## config.mk

```make
export PLATFORM = sky130hd
export DESIGN_NAME = mem_access_sequencer
export DESIGN_NICKNAME = d
export VERILOG_FILES = /design/src/rtl/mem_access_sequencer.sv
export SDC_FILE = /design/constraint.sdc
export NUM_CORES = 1
export LEC_CHECK = 0
export BUFFER_PORTS_ARGS = -buffer_cell sky130_fd_sc_hd__buf_2
export CAP_MARGIN = 30
export CORE_UTILIZATION = 46
export CTS_BUF_LIST = sky130_fd_sc_hd__clkbuf_16
export DETAILED_ROUTE_END_ITERATION = 12
export GPL_TIMING_DRIVEN = 0
export PLACE_DENSITY = 0.76
export SYNTH_ARGS = -nofsm -noshare
export SYNTH_HDL_FRONTEND = slang
export SYNTH_SLANG_ARGS = --single-unit
```

## constraint.sdc

```tcl
create_clock -name clk -period 2 [get_ports clk]
set_input_delay 0.2 -clock clk [delete_from_list [all_inputs] [get_ports clk]]
set_output_delay 0.2 -clock clk [all_outputs]
set_load 0.1 [all_outputs]
```

## src/rtl/mem_access_sequencer.sv

```systemverilog
// Memory-stage access sequencer: issues a single load/store to the data bus,
// waits for the ack with a timeout, and performs the load writeback.
module mem_access_sequencer #(
    parameter int TIMEOUT = 15
) (
    input  logic        clk,
    input  logic        rst_n,
    input  logic        issue,
    input  logic        mem_rren,
    input  logic        mem_wren,
    input  logic        gp_we,
    input  logic [4:0]  cad,
    input  logic [31:0] addr,
    input  logic [31:0] wdata,
    output logic        mem_req,
    output logic        mem_we,
    output logic [31:0] mem_addr,
    output logic [31:0] mem_wdata,
    input  logic        mem_ack,
    input  logic [31:0] mem_rdata,
    output logic        stall,
    output logic        wb_we,
    output logic [4:0]  wb_addr,
    output logic [31:0] wb_data,
    output logic        done,
    output logic        err
);

    typedef enum logic [1:0] {
        IDLE = 2'd0,
        REQ  = 2'd1,
        WB   = 2'd2
    } state_t;

    localparam logic [7:0] TO_LIM = 8'(TIMEOUT);

    state_t      state;
    state_t      state_nx;
    logic [31:0] h_addr;
    logic [31:0] h_wdata;
    logic [31:0] rdata_q;
    logic [4:0]  h_cad;
    logic        h_gpwe;
    logic        h_we;
    logic [7:0]  cnt;
    logic [7:0]  cnt_inc;
    logic        done_q;
    logic        err_q;
    logic        start_ok;
    logic        illegal;
    logic        timeout_hit;
    logic        accept;
    logic        capture;
    logic        set_done;
    logic        set_err;

    assign start_ok    = issue & (mem_rren ^ mem_wren);
    assign illegal     = issue & mem_rren & mem_wren;
    assign cnt_inc     = cnt + 8'd1;
    assign timeout_hit = (cnt_inc == TO_LIM);

    // Ack is checked before the timeout so a last-cycle ack still completes.
    always_comb begin
        state_nx = state;
        accept   = 1'b0;
        capture  = 1'b0;
        set_done = 1'b0;
        set_err  = 1'b0;
        mem_req  = 1'b0;
        mem_we   = 1'b0;
        stall    = 1'b0;
        wb_we    = 1'b0;
        done     = done_q;
        unique case (state)
            IDLE: begin
                stall = start_ok;
                if (start_ok) begin
                    state_nx = REQ;
                    accept   = 1'b1;
                end else if (illegal) begin
                    set_err = 1'b1;
                end
            end
            REQ: begin
                mem_req = 1'b1;
                mem_we  = h_we;
                stall   = 1'b1;
                if (mem_ack) begin
                    if (h_we) begin
                        state_nx = IDLE;
                        set_done = 1'b1;
                    end else begin
                        state_nx = WB;
                        capture  = 1'b1;
                    end
                end else if (timeout_hit) begin
                    state_nx = IDLE;
                    set_err  = 1'b1;
                end
            end
            WB: begin
                wb_we    = h_gpwe & (h_cad != 5'd0);
                done     = 1'b1;
                state_nx = IDLE;
            end
            default: state_nx = IDLE;
        endcase
    end

    always_ff @(posedge clk or negedge rst_n) begin
        if (!rst_n) begin
            state   <= IDLE;
            h_addr  <= '0;
            h_wdata <= '0;
            h_cad   <= '0;
            h_gpwe  <= 1'b0;
            h_we    <= 1'b0;
            rdata_q <= '0;
            cnt     <= '0;
            done_q  <= 1'b0;
            err_q   <= 1'b0;
        end else begin
            state  <= state_nx;
            done_q <= set_done;
            err_q  <= set_err;
            if (accept) begin
                h_addr  <= addr;
                h_wdata <= wdata;
                h_cad   <= cad;
                h_gpwe  <= gp_we;
                h_we    <= mem_wren;
                cnt     <= '0;
            end else if (state == REQ && !mem_ack) begin
                cnt <= cnt_inc;
            end
            if (capture) begin
                rdata_q <= mem_rdata;
            end
        end
    end

    assign mem_addr  = h_addr;
    assign mem_wdata = h_wdata;
    assign wb_addr   = h_cad;
    assign wb_data   = rdata_q;
    assign err       = err_q;

endmodule

```

## Yosys cells after proc, flatten, opt, wreduce, memory -nomap -nowiden

Index checks and enable logic that the tools add are counted.

| word-level totals | value |
|---|---|
| bits in registers | 115 |
| bits in latches | 0 |
| memory bits (writable) | 0 |
| bits in read-only memories | 0 |
| input bits | 108 |
| output and inout port bits | 107 |
| word-level logic and storage cells | 52 |
| memories kept | 0 |

| operators by class | value |
|---|---|
| add/sub/neg operators | 1 |
| multipliers | 0 |
| div/mod/pow operators | 0 |
| magnitude comparators | 0 |
| equal/unequal tests | 5 |
| shifts and indexed selects | 0 |
| muxes and demuxes | 25 |
| bitwise operators | 5 |
| reductions and logical operators | 6 |

Operator list:

| cell | number |
|---|---|
| $mux 1 | 16 |
| $mux 8 | 2 |
| $add 8x1->8 const B | 1 |
| $eq 8x4->1 const B | 1 |
| $mux 2 | 4 |
| $reduce_bool 5->1 | 1 |
| $and 1x1->1 | 4 |
| $pmux 1 s2 | 2 |
| $pmux 2 s2 | 1 |
| $ne 3x3->1 const B | 1 |
| $eq 2x1->1 const B | 1 |
| $eq 2x2->1 const B | 1 |
| $logic_not 2->1 | 1 |
| $ne 2x2->1 const B | 1 |
| $reduce_and 2->1 | 1 |
| $reduce_bool 2->1 | 1 |
| $logic_and 1x1->1 | 1 |
| $logic_not 1->1 | 1 |
| $xor 1x1->1 | 1 |

## Depth between registers and ports, before layout

Gate-level depths: netlist of run 1.

| logic depth | value |
|---|---|
| depth in word-level cells | 5 |
| mapped depth | 6 |
| mapped depth without buffers | 5 |

## Worst setup path before layout of run 1

No wires, ideal clock.

| timing path | value |
|---|---|
| kind | flip-flop to output port |
| start | register state[1] |
| end | output mem_we |
| arrival | 2.210 ns |
| required time | 1.800 ns |
| setup slack | -0.410 ns |
| stages on the path, launching flop included | 5 |
| buffers on the path | 1 |
| cell sequence | dfrtp_1 nand2b_1 buf_6 inv_1 and2_1 |

| on the way | value |
|---|---|
| longest elaborated chain between the ends | 2 |

RTL lines:

| element | RTL line | RTL |
|---|---|---|
| start, declared | 37 | `state_t state;` |
| start signal, assigned | 123 | `state <= state_nx;` |
| $eq 2x1->1 | 74 | `unique case (state)` |
| $mux 1 | 74 |  |
| end, declared | 16 | `output logic mem_we,` |

Every way passes these cells.

## Worst setup path in the final report of run 1

| timing path | value |
|---|---|
| start | register h_cad[4] (netlist: wb_addr[4]) |
| end | output wb_we |

| on the way | value |
|---|---|
| longest elaborated chain between the ends | 3 |

RTL lines:

| element | RTL line | RTL |
|---|---|---|
| start, declared | 42 | `logic [4:0] h_cad;` |
| start signal, assigned | 115 | `h_cad <= '0;` |
| start signal, assigned | 129 | `h_cad <= cad;` |
| $reduce_bool 5->1 | 102 | `wb_we = h_gpwe & (h_cad != 5'd0);` |
| $and 1x1->1 | 102 |  |
| $mux 1 | 74 |  |
| end, declared | 22 | `output logic wb_we,` |

Every way passes these cells.

==> reports/qor.csv, run 1 <==
stage;metric;value;unit
placed_design;I/O Buffers;214;
run;max_cap viols;0;
yosys;Gate Count Post-Synth;290;
yosys;Seq/Total Area, Yosys;63.2;%
yosys;Syn. warnings;0;
layout;Final Util;69.3;%
critical_path;crit path kind;reg -> out;
yosys;syn avg cell area;15.7;um2
cts;CTS Buf Count;17;
critical_path;Crit. End Element;primary output;
cts;CTS tree;built;
placed_design;Post-DP Area;5810;um2
critical_path;crit-path cells;or4_4 > o2111a_2 > buf_12;
global_route;largest net degree at the start of global routing;73;
die;row cnt;35;
global_route;busiest layer in global routing;met2;
yosys;Synth Area in XOR/XNOR;1.15;%
yosys;top-area cell type share of the netlist area;63.2;%
min_path;Hold Path Depth;2;
layout;cell area after layout;6520;um2
min_path;worst hold endpoint;wb_data[13];
route;detailed-route via count;3265;
route;DRT Pass-1 Iters;4;
critical_path;FF-to-FF setup slack;0.12;ns
global_route;met2 usage;34.2;%
critical_path;worst r2r src;state[1];
layout;synth-to-layout area growth;43.3;%
critical_path;crit-path max cell delay;0.53;ns
route;wire per inst;15.1;um
sta;fmax;507;MHz
yosys;Adder-Cell Fraction of Synth Area;0.550;%
layout;layout cell share with drive strength beyond 1;68.7;%
sta;max-slew violations;0;
yosys;syn_nets;400;
placed_design;Placer Congestion;0.746;
die;core area;9420;um2
cts;root cell of the clock tree;clkbuf_16;
die;io pins;215;
min_path;start point of the worst hold path;mem_rdata[13];
cts;clk sink count;115;
yosys;mapped cell area;4550;um2
critical_path;CP Buf/Inv Count;1;
die;Die Ht;101;um
yosys;dominant cells by area after synthesis;dfrtp_1, mux2_2, buf_6, buf_2, xnor2_1;
die;die area;10300;um2
route;DRC viols;0;
route;total wire length;10.1;mm
sta;Rel. slew slack;40.0;%
cts;Worst-path clk slew;0.06;ns
route;vias per cell;4.87;
yosys;asr flop ratio synth;100;%
cts;CTS Buffer Depth;2;
critical_path;Crit-path slowest cell;or4_4;
yosys;post-synthesis compound-gate area fraction;2.58;%
route;drt first-iter violations;68;
die;Starting Density;48.3;%
critical_path;worst endpoint data arrival time;1.77;ns
cts;clk_lat worst skew;0.40;ns
yosys;EDFF count, synth;0;
global_route;grt total ovfl;0;
global_route;number of global-route vias before repair;3311;
yosys;synth unique cells;35;
yosys;top post-synthesis cells by count;dfrtp_1, mux2_2, buf_2;
global_route;initial antenna violation count;0;
critical_path;CP Depth;3;
global_route;Global Route Usage Sum;20.3;%
critical_path;Setup crit start kind;register;
global_route;first-pass GRT wire length;15.8;mm
sta;Setup Skew;0.00582;ns
critical_path;WP data required;1.80;ns
critical_path;worst reg-to-reg path cell count;6;
yosys;Seq cells post-synth;115;
die;Die Width;101;um
route;DRT antenna net count;0;
yosys;most common cell in the synthesized netlist;dfrtp_1;
sta;RSZ-0062 raised after global routing;yes;
sta;minimum clock period after layout;1.97;ns
sta;Worst Max-Slew Pin Slew;0.899;ns
yosys;largest family of logic cells by synthesized area;multiplexers;
yosys;dominant synthesized flop cell;dfrtp_1;
sta;Fin. Hold Viols;0;
placed_design;HPWL after DPL;7.62;mm
critical_path;CP max FO;3;
yosys;biggest area consumer among synthesized cells;dfrtp_1;
critical_path;Top delay family on crit path;simple AND/OR/NAND/NOR gates;
min_path;Min-Delay Path Class;in -> reg;
global_route;GR Util met3;6.00;%
yosys;Post-Synth Simple-Gate Area;4.43;%
sta;period utilization;98.7;%
sta;Setup-failing EPs final;0;
run_status;status;finished clean;
sta;Setup TNS;0;ns
critical_path;FF-to-FF End;mem_wdata[23];
sta;worst hold margin;0.0336;ns
global_route;met1 GRT Util;24.4;%
cts;htree depth;4;
layout;nets@finish;637;
yosys;post-synthesis mux area share;25.5;%
[cells by family after synthesis]
family,after synthesis
xor gates and xnor gates,6
DFF,115
buffers and inverters,17
adders and majority gates,2
AOI/OAI and AO/OA,18
and+or+nand+nor,29
muxes,103
[timing repair]
item	CTS	global route
hold buffers	1	0
pin swaps	0	3
endpoints found under the setup margin	2	48
endpoints found under the hold margin	71	0
buffers inserted	0	2
gates resized for setup	3	4
[final cells by class]
type | instances | area [um2]
Antenna cell | 1 | 2.50
Buffer | 14 | 106
Clock buffer | 17 | 425
Clock inverter | 15 | 231
Fill cell | 715 | 2890
Inverter | 3 | 15.0
Multi-Input combinational cell | 158 | 1560
Sequential cell | 115 | 2880
Tap cell | 129 | 161
Timing Repair Buffer | 218 | 1140
[metal layers]
metal	vias to the layer above	share of wire, %
met2	125	52
met3	16	6.1
met1	1596	40
met5	-	0
met4	0	2.0
li1	1528	-
[how the worst max path moves through the flow]
stage	slack, ns	end	start
CTS	-0.02	wb_we	wb_addr[0]
global route	-0.02	wb_we	wb_addr[4]
global placement	-0.75	wb_addr[0]	rst_n
finish	0.03	wb_we	wb_addr[4]
detailed placement	0.04	wb_data[5]	state[1]
floorplan	0.001	wb_we	wb_addr[3]
[flip-flops by register name, summed over array words and instances (netlist names)]
register / flops
mem_addr: 32
mem_wdata: 32
wb_data: 32
cnt: 8
wb_addr: 5
state: 2
done_q: 1
err: 1
h_gpwe: 1
h_we: 1
[stage by stage]
step | cells | setup slack [ns]
floorplan | 290 | 0.00149
global placement | 633 | -0.748
CTS | 667 | -0.0158
detailed placement | 634 | 0.0380
finish | 670 | 0.0265
global route | 669 | -0.0181
[worst reg2reg max path, delay by kind of cell, from the launching register on]
family                 cells  cell delay (ns)
flip-flops                 1             0.47
buffers and inverters      3             0.56
AND/OR/NAND/NOR            2             0.41
multiplexers               1             0.33
[placed cells by master (no fill, tap or decap), types with 2 or more instances in the layout]
cell type / synthesis / layout
buf_2: 7 / 218
clkbuf_16: 0 / 17
o21ai_0: 3 / 3
buf_4: 0 / 4
nand3_1: 2 / 2
or3_1: 2 / 2
inv_1: 3 / 3
or4_1: 4 / 3
o31ai_1: 3 / 3
bufinv_16: 0 / 5
clkinvlp_4: 0 / 2
inv_6: 0 / 3
xor2_1: 2 / 2
buf_6: 6 / 6
clkinv_4: 0 / 5
dfrtp_2: 0 / 2
nand2b_1: 3 / 3
ha_1: 2 / 2
nor2_1: 4 / 4
xnor2_1: 4 / 4
dfrtp_1: 115 / 113
nand4b_1: 2 / 2
a21oi_1: 6 / 6
mux2_2: 102 / 102
nand2_1: 2 / 2
buf_12: 0 / 2
Power of run 1 is left out: the tool's default activity adds up to more than one toggle a clock period on the data nets, which glitch-free logic cannot reach.
==> run 2: changes to the inputs <==
--- a/config.mk
+++ b/config.mk
@@ -11,7 +11,7 @@
 export CTS_BUF_LIST = sky130_fd_sc_hd__clkbuf_16
 export DETAILED_ROUTE_END_ITERATION = 12
 export GPL_TIMING_DRIVEN = 0
-export PLACE_DENSITY = 0.76
+export PLACE_DENSITY_LB_ADDON = 0.3
 export SYNTH_ARGS = -nofsm -noshare
 export SYNTH_HDL_FRONTEND = slang
 export SYNTH_SLANG_ARGS = --single-unit
==> run 2 against run 1 <==
Register-to-register slack hardly changed. Count of clock-buffer cells in the layout unchanged. Critical endpoint unchanged. Die area is the same. First-iteration DRC count is 32% lower.
==> reports/qor.csv, run 2 (synthesized netlist as in run 1, its figures left out) <==
stage;metric;value;unit;change
cts;CTS Buf Count;17;;unchanged
placed_design;HPWL after DPL;7.82;mm;+2.6%
global_route;largest net degree at the start of global routing;64;;-12%
critical_path;worst r2r src;state[1];;
route;DRT Pass-1 Iters;4;;unchanged
placed_design;Placer Congestion;0.748;;+0.31%
run;max_cap viols;0;;unchanged
cts;CTS tree;built;;
critical_path;CP Launch Point;wb_addr[0];;
placed_design;Post-DP Area;5820;um2;+0.13%
global_route;number of global-route vias before repair;3381;;+2.1%
sta;Fin. Hold Viols;0;;unchanged
critical_path;Crit. End Element;primary output;;
route;detailed-route via count;3306;;+1.3%
sta;Worst Max-Slew Pin Slew;0.680;ns;-0.220 ns
min_path;Min-Delay Path Class;in -> reg;;
layout;layout cell share with drive strength beyond 1;67.8;%;-0.92 points
die;io pins;215;;unchanged
critical_path;crit path kind;reg -> out;;
cts;clk_lat worst skew;0.39;ns;about the same
min_path;start point of the worst hold path;wdata[29];;
sta;minimum clock period after layout;1.99;ns;+0.0152 ns
critical_path;CP max FO;3;;unchanged
sta;Setup-failing EPs final;0;;unchanged
die;core area;9420;um2;unchanged
route;drt first-iter violations;46;;-32%
die;row cnt;35;;unchanged
sta;RSZ-0062 raised after global routing;yes;;
placed_design;I/O Buffers;214;;unchanged
die;Die Ht;101;um;unchanged
layout;cell area after layout;6440;um2;-1.2%
route;total wire length;10.4;mm;+3.0%
cts;Worst-path clk slew;0.05;ns;about the same
cts;clk sink count;115;;unchanged
critical_path;worst reg-to-reg path cell count;5;;-1
min_path;Hold Path Depth;2;;unchanged
die;die area;10300;um2;unchanged
route;vias per cell;4.96;;+1.9%
layout;FILL cells;694;;-2.9%
layout;commonest non-fill, non-tap cell in the layout;buf_2;;
die;Die Width;101;um;unchanged
sta;max-slew violations;0;;unchanged
die;Starting Density;48.3;%;unchanged
layout;ANT cells;0;;-1
global_route;Global Route Usage Sum;21.3;%;+1.0 points
route;DRT antenna net count;0;;unchanged
critical_path;worst endpoint data arrival time;1.79;ns;+0.02 ns
layout;leading cell types in the layout, fill and taps excluded;buf_2, dfrtp_1, mux2_2;;
global_route;first-pass GRT wire length;16.5;mm;+4.1%
run_status;status;finished clean;;
global_route;initial antenna violation count;0;;unchanged
layout;Final Util;68.5;%;-0.81 points
sta;fmax;503;MHz;-0.76%
critical_path;Setup crit start kind;register;;
sta;Rel. slew slack;54.6;%;+15 points
sta;period utilization;99.4;%;+0.76 points
sta;Setup TNS;0;ns;unchanged
layout;synth-to-layout area growth;41.6;%;
global_route;grt total ovfl;0;;unchanged
layout;nets@finish;635;;-0.31%
cts;htree depth;4;;unchanged
route;wire per inst;15.6;um;+3.6%
critical_path;WP data required;1.80;ns;about the same
cts;CTS Buffer Depth;2;;unchanged
sta;Setup Skew;0.0114;ns;+0.00554 ns
route;DRC viols;0;;unchanged
cts;root cell of the clock tree;clkbuf_16;;
[run 2: cell types whose count changed in the layout (fill, tap and decap cells not counted)]
cell | before | now
clkinv_4 | 5 | 1
buf_12 | 2 | 0
clkinv_2 | 0 | 3
clkinv_1 | 0 | 4
buf_4 | 4 | 2
buf_8 | 0 | 1
inv_6 | 3 | 0
bufinv_16 | 5 | 4
buf_16 | 0 | 1
diode_2 | 1 | 0
[run 2: cell type report]
type	instances	area, um2	share of cell area (%)
Multi-Input combinational cell	158	1560	24.2
Tap cell	129	161	2.50
Buffer	14	106	1.65
Clock buffer	17	425	6.60
Sequential cell	115	2880	44.7
Timing Repair Buffer	216	1120	17.4
Inverter	3	15.0	0.233
Clock inverter	14	170	2.64
[run 2: worst max-delay path, cell delays in order, from the launching register on]
cell	delay, ns
dfrtp_2	0.41
or4_4	0.54
o2111a_2	0.28
buf_8	0.17
[run 2: path summary, 6_finish.rpt]
kind                                 end  slack, ns
min in group asynchronous    mem_addr[7]       0.40
setup / recovery                   wb_we       0.01
max in group asynchronous   mem_addr[21]       0.85
setup reg to reg           mem_wdata[31]       0.11
hold / removal             mem_wdata[29]       0.03
hold reg to reg             mem_addr[25]       0.50
[run 2: stage by stage]
step,setup slack [ns],hold slack (ns),std cells
2_1_floorplan,0.00149,-0.0956,290
3_3_place_gp,-0.706,0.419,633
3_5_place_dp,0.0500,0.280,634
4_1_cts,-0.0260,0.0241,666
5_1_grt,-0.0279,0.0157,666
6_report,0.0113,0.0336,666
[run 2: timing repair]
item | CTS | global route
hold buffers | 1 | 0
endpoints found under the setup margin | 2 | 53
hold endpoints to repair | 52 | 0
resized for setup | 4 | 2
setup buffers | 0 | 0
[run 2: per-layer routing]
metal | track usage, % | part of all wire [%] | vias to the layer above
met5 | 0 | 0 | -
met3 | 8.14 | 9.1 | 16
met4 | 8.25 | 2.0 | 0
met1 | 25.2 | 40 | 1597
li1 | - | - | 1524
met2 | 35.3 | 49 | 169
Power of run 2 is left out for the same reason.
==> run 3: changes to the inputs <==
--- a/config.mk
+++ b/config.mk
@@ -7,7 +7,9 @@
 export LEC_CHECK = 0
 export BUFFER_PORTS_ARGS = -buffer_cell sky130_fd_sc_hd__buf_2
 export CAP_MARGIN = 30
-export CORE_UTILIZATION = 46
+export CELL_PAD_IN_SITES_DETAIL_PLACEMENT = 1
+export CELL_PAD_IN_SITES_GLOBAL_PLACEMENT = 2
+export CORE_UTILIZATION = 30
 export CTS_BUF_LIST = sky130_fd_sc_hd__clkbuf_16
 export DETAILED_ROUTE_END_ITERATION = 12
 export GPL_TIMING_DRIVEN = 0
==> run 3 against run 2 <==
The run now ends with design-rule violations left. Sequential share of layout area is 0.60 points lower. Count of clock-buffer cells in the layout stayed put. Critical path depth stayed put. Design area rose by 1.4%. Critical path type unchanged. Critical endpoint unchanged. Highest routed layer unchanged.
==> reports/qor.csv, run 3 (synthesized netlist as in run 1, its figures left out) <==
stage;metric;value;unit;change
run_status;status;finished, violations left;;
run_status;violations in the final reports;design-rule violations;;
layout;Final Util;44.6;%;-24 points
critical_path;worst r2r src;state[1];;
critical_path;FF-to-FF setup slack;0.11;ns;about the same
run;max_cap viols;0;;unchanged
min_path;start point of the worst hold path;mem_rdata[16];;
route;DRT antenna net count;0;;unchanged
layout;layout cell share with drive strength beyond 1;67.6;%;-0.19 points
layout;ANT cells;0;;unchanged
critical_path;CP max FO;3;;unchanged
layout;area occupied by registers;2880;um2;unchanged
critical_path;worst reg-to-reg path cell count;6;;+1
global_route;number of global-route vias before repair;3702;;+9.5%
sta;max-slew violations;0;;unchanged
sta;minimum clock period after layout;1.97;ns;-0.0229 ns
route;drt first-iter violations;94;;+100%
global_route;grt total ovfl;0;;unchanged
critical_path;WP data required;1.80;ns;about the same
die;die area;15700;um2;+52%
cts;CTS Buf Count;17;;unchanged
route;total wire length;11.7;mm;+13%
critical_path;worst endpoint data arrival time;1.77;ns;-0.02 ns
cts;CTS tree;built;;
global_route;first-pass GRT wire length;19.2;mm;+16%
placed_design;Placer Congestion;0.723;;-3.4%
die;row cnt;44;;+26%
cts;root cell of the clock tree;clkbuf_16;;
layout;commonest non-fill, non-tap cell in the layout;buf_2;;
cts;clk sink count;115;;unchanged
critical_path;Crit-path slowest cell;or4_4;;
sta;Setup TNS;0;ns;unchanged
sta;Fin. Hold Viols;0;;unchanged
cts;clk_lat worst skew;0.40;ns;about the same
route;detailed-route via count;3312;;+0.18%
layout;Cell Count, Final, Fillers Out;724;;+8.7%
die;Die Width;125;um;+23%
route;DRT Pass-1 Iters;8;;+4
placed_design;HPWL after DPL;8.88;mm;+13%
min_path;Hold Path Depth;2;;unchanged
layout;nets@finish;638;;+0.47%
sta;Setup Skew;0.00385;ns;-0.00750 ns
sta;worst hold margin;0.0212;ns;-0.0124 ns
sta;Rel. slew slack;56.9;%;+2.3 points
global_route;initial antenna violation count;1;;+1
placed_design;I/O Buffers;214;;unchanged
critical_path;crit-path cells;or4_4 > o2111a_2 > buf_12;;
die;io pins;215;;unchanged
global_route;Global Route Usage Sum;16.0;%;-5.3 points
route;vias per cell;4.57;;-7.8%
critical_path;Setup crit start kind;register;;
sta;period utilization;98.3;%;-1.1 points
sta;Worst Max-Slew Pin Slew;0.645;ns;-0.0348 ns
sta;fmax;509;MHz;+1.2%
cts;Worst-path clk slew;0.05;ns;about the same
critical_path;Crit. End Element;primary output;;
min_path;Min-Delay Path Class;in -> reg;;
cts;htree depth;4;;unchanged
sta;RSZ-0062 raised after global routing;yes;;
layout;FILL cells;1562;;+130%
critical_path;crit-path max cell delay;0.50;ns;-0.04 ns
layout;multi-input logic area;1560;um2;unchanged
route;wire per inst;16.2;um;+3.6%
sta;Setup-failing EPs final;0;;unchanged
critical_path;crit path kind;reg -> out;;
layout;leading cell types in the layout, fill and taps excluded;buf_2, dfrtp_1, mux2_2;;
route;DRC viols;16;;+16
critical_path;FF-to-FF End;mem_wdata[23];;
global_route;largest net degree at the start of global routing;80;;+25%
layout;synth-to-layout area growth;43.5;%;
die;Die Ht;125;um;+23%
cts;CTS Buffer Depth;2;;unchanged
die;Starting Density;31.1;%;-17 points
die;core area;14600;um2;+56%
critical_path;CP Launch Point;wb_addr[0];;
min_path;worst hold endpoint;wb_data[16];;
placed_design;cell count after placement;689;;+8.7%
-- run 3: cell types whose count changed in the layout (fill, tap and decap cells not counted), sizes merged --
| cell | previous run | this run |
|---|---|---|
| inv | 3 | 4 |
| dlygate4sd3 | 1 | 3 |
| bufinv | 4 | 3 |
| clkinvlp | 2 | 3 |
| clkinv | 8 | 7 |
| clkbuf | 18 | 19 |
-- run 3: how the worst max path moves through the flow --
stage,to,depth (start not counted)
3_3_place_gp,wb_addr[0],1
2_1_floorplan,wb_we,2
3_5_place_dp,mem_addr[24],5
4_1_cts,wb_we,3
5_1_grt,wb_we,3
6_report,wb_we,3
-- run 3: metal layers --
metal / wire length, um / share of wire, % / GRT usage, %
met3: 1010 / 8.6 / 6.55
met1: 4520 / 38 / 17.6
met4: 195 / 1.7 / 7.46
met5: 0 / 0 / 0
met2: 6020 / 51 / 26.9
-- run 3: cell type report --
| cell class | count | area share [%] |
|---|---|---|
| Clock buffer | 17 | 6.51 |
| Clock inverter | 14 | 2.26 |
| Tap cell | 184 | 3.52 |
| Buffer | 14 | 1.70 |
| Sequential cell | 115 | 44.1 |
| Inverter | 3 | 0.230 |
| Multi-Input combinational cell | 158 | 23.9 |
| Timing Repair Buffer | 219 | 17.8 |
-- run 3: repair_timing --
action | CTS | global route
pin swaps | 2 | 2
setup buffers | 1 | 0
endpoints found under the hold margin | 38 | 0
hold buffers | 3 | 0
cloned | 0 | 0
setup endpoints to repair | 14 | 4
gates resized for setup | 7 | 2
-- run 3: worst max-delay path, delay by kind of cell (launching register included) --
| kind | cells | cell delay [ns] |
|---|---|---|
| simple gates | 1 | 0.50 |
| flops | 1 | 0.40 |
| compound gates | 1 | 0.29 |
| buf+inv | 1 | 0.17 |
-- run 3: stage by stage --
step | cell area, um2 | setup slack, ns
floorplan | 4560 | 0.00149
global placement | 5860 | -0.931
detailed placement | 5890 | -0.0407
CTS | 6530 | -0.0106
global route | 6530 | -0.00564
finish | 6530 | 0.0342
Power of run 3 is left out for the same reason.
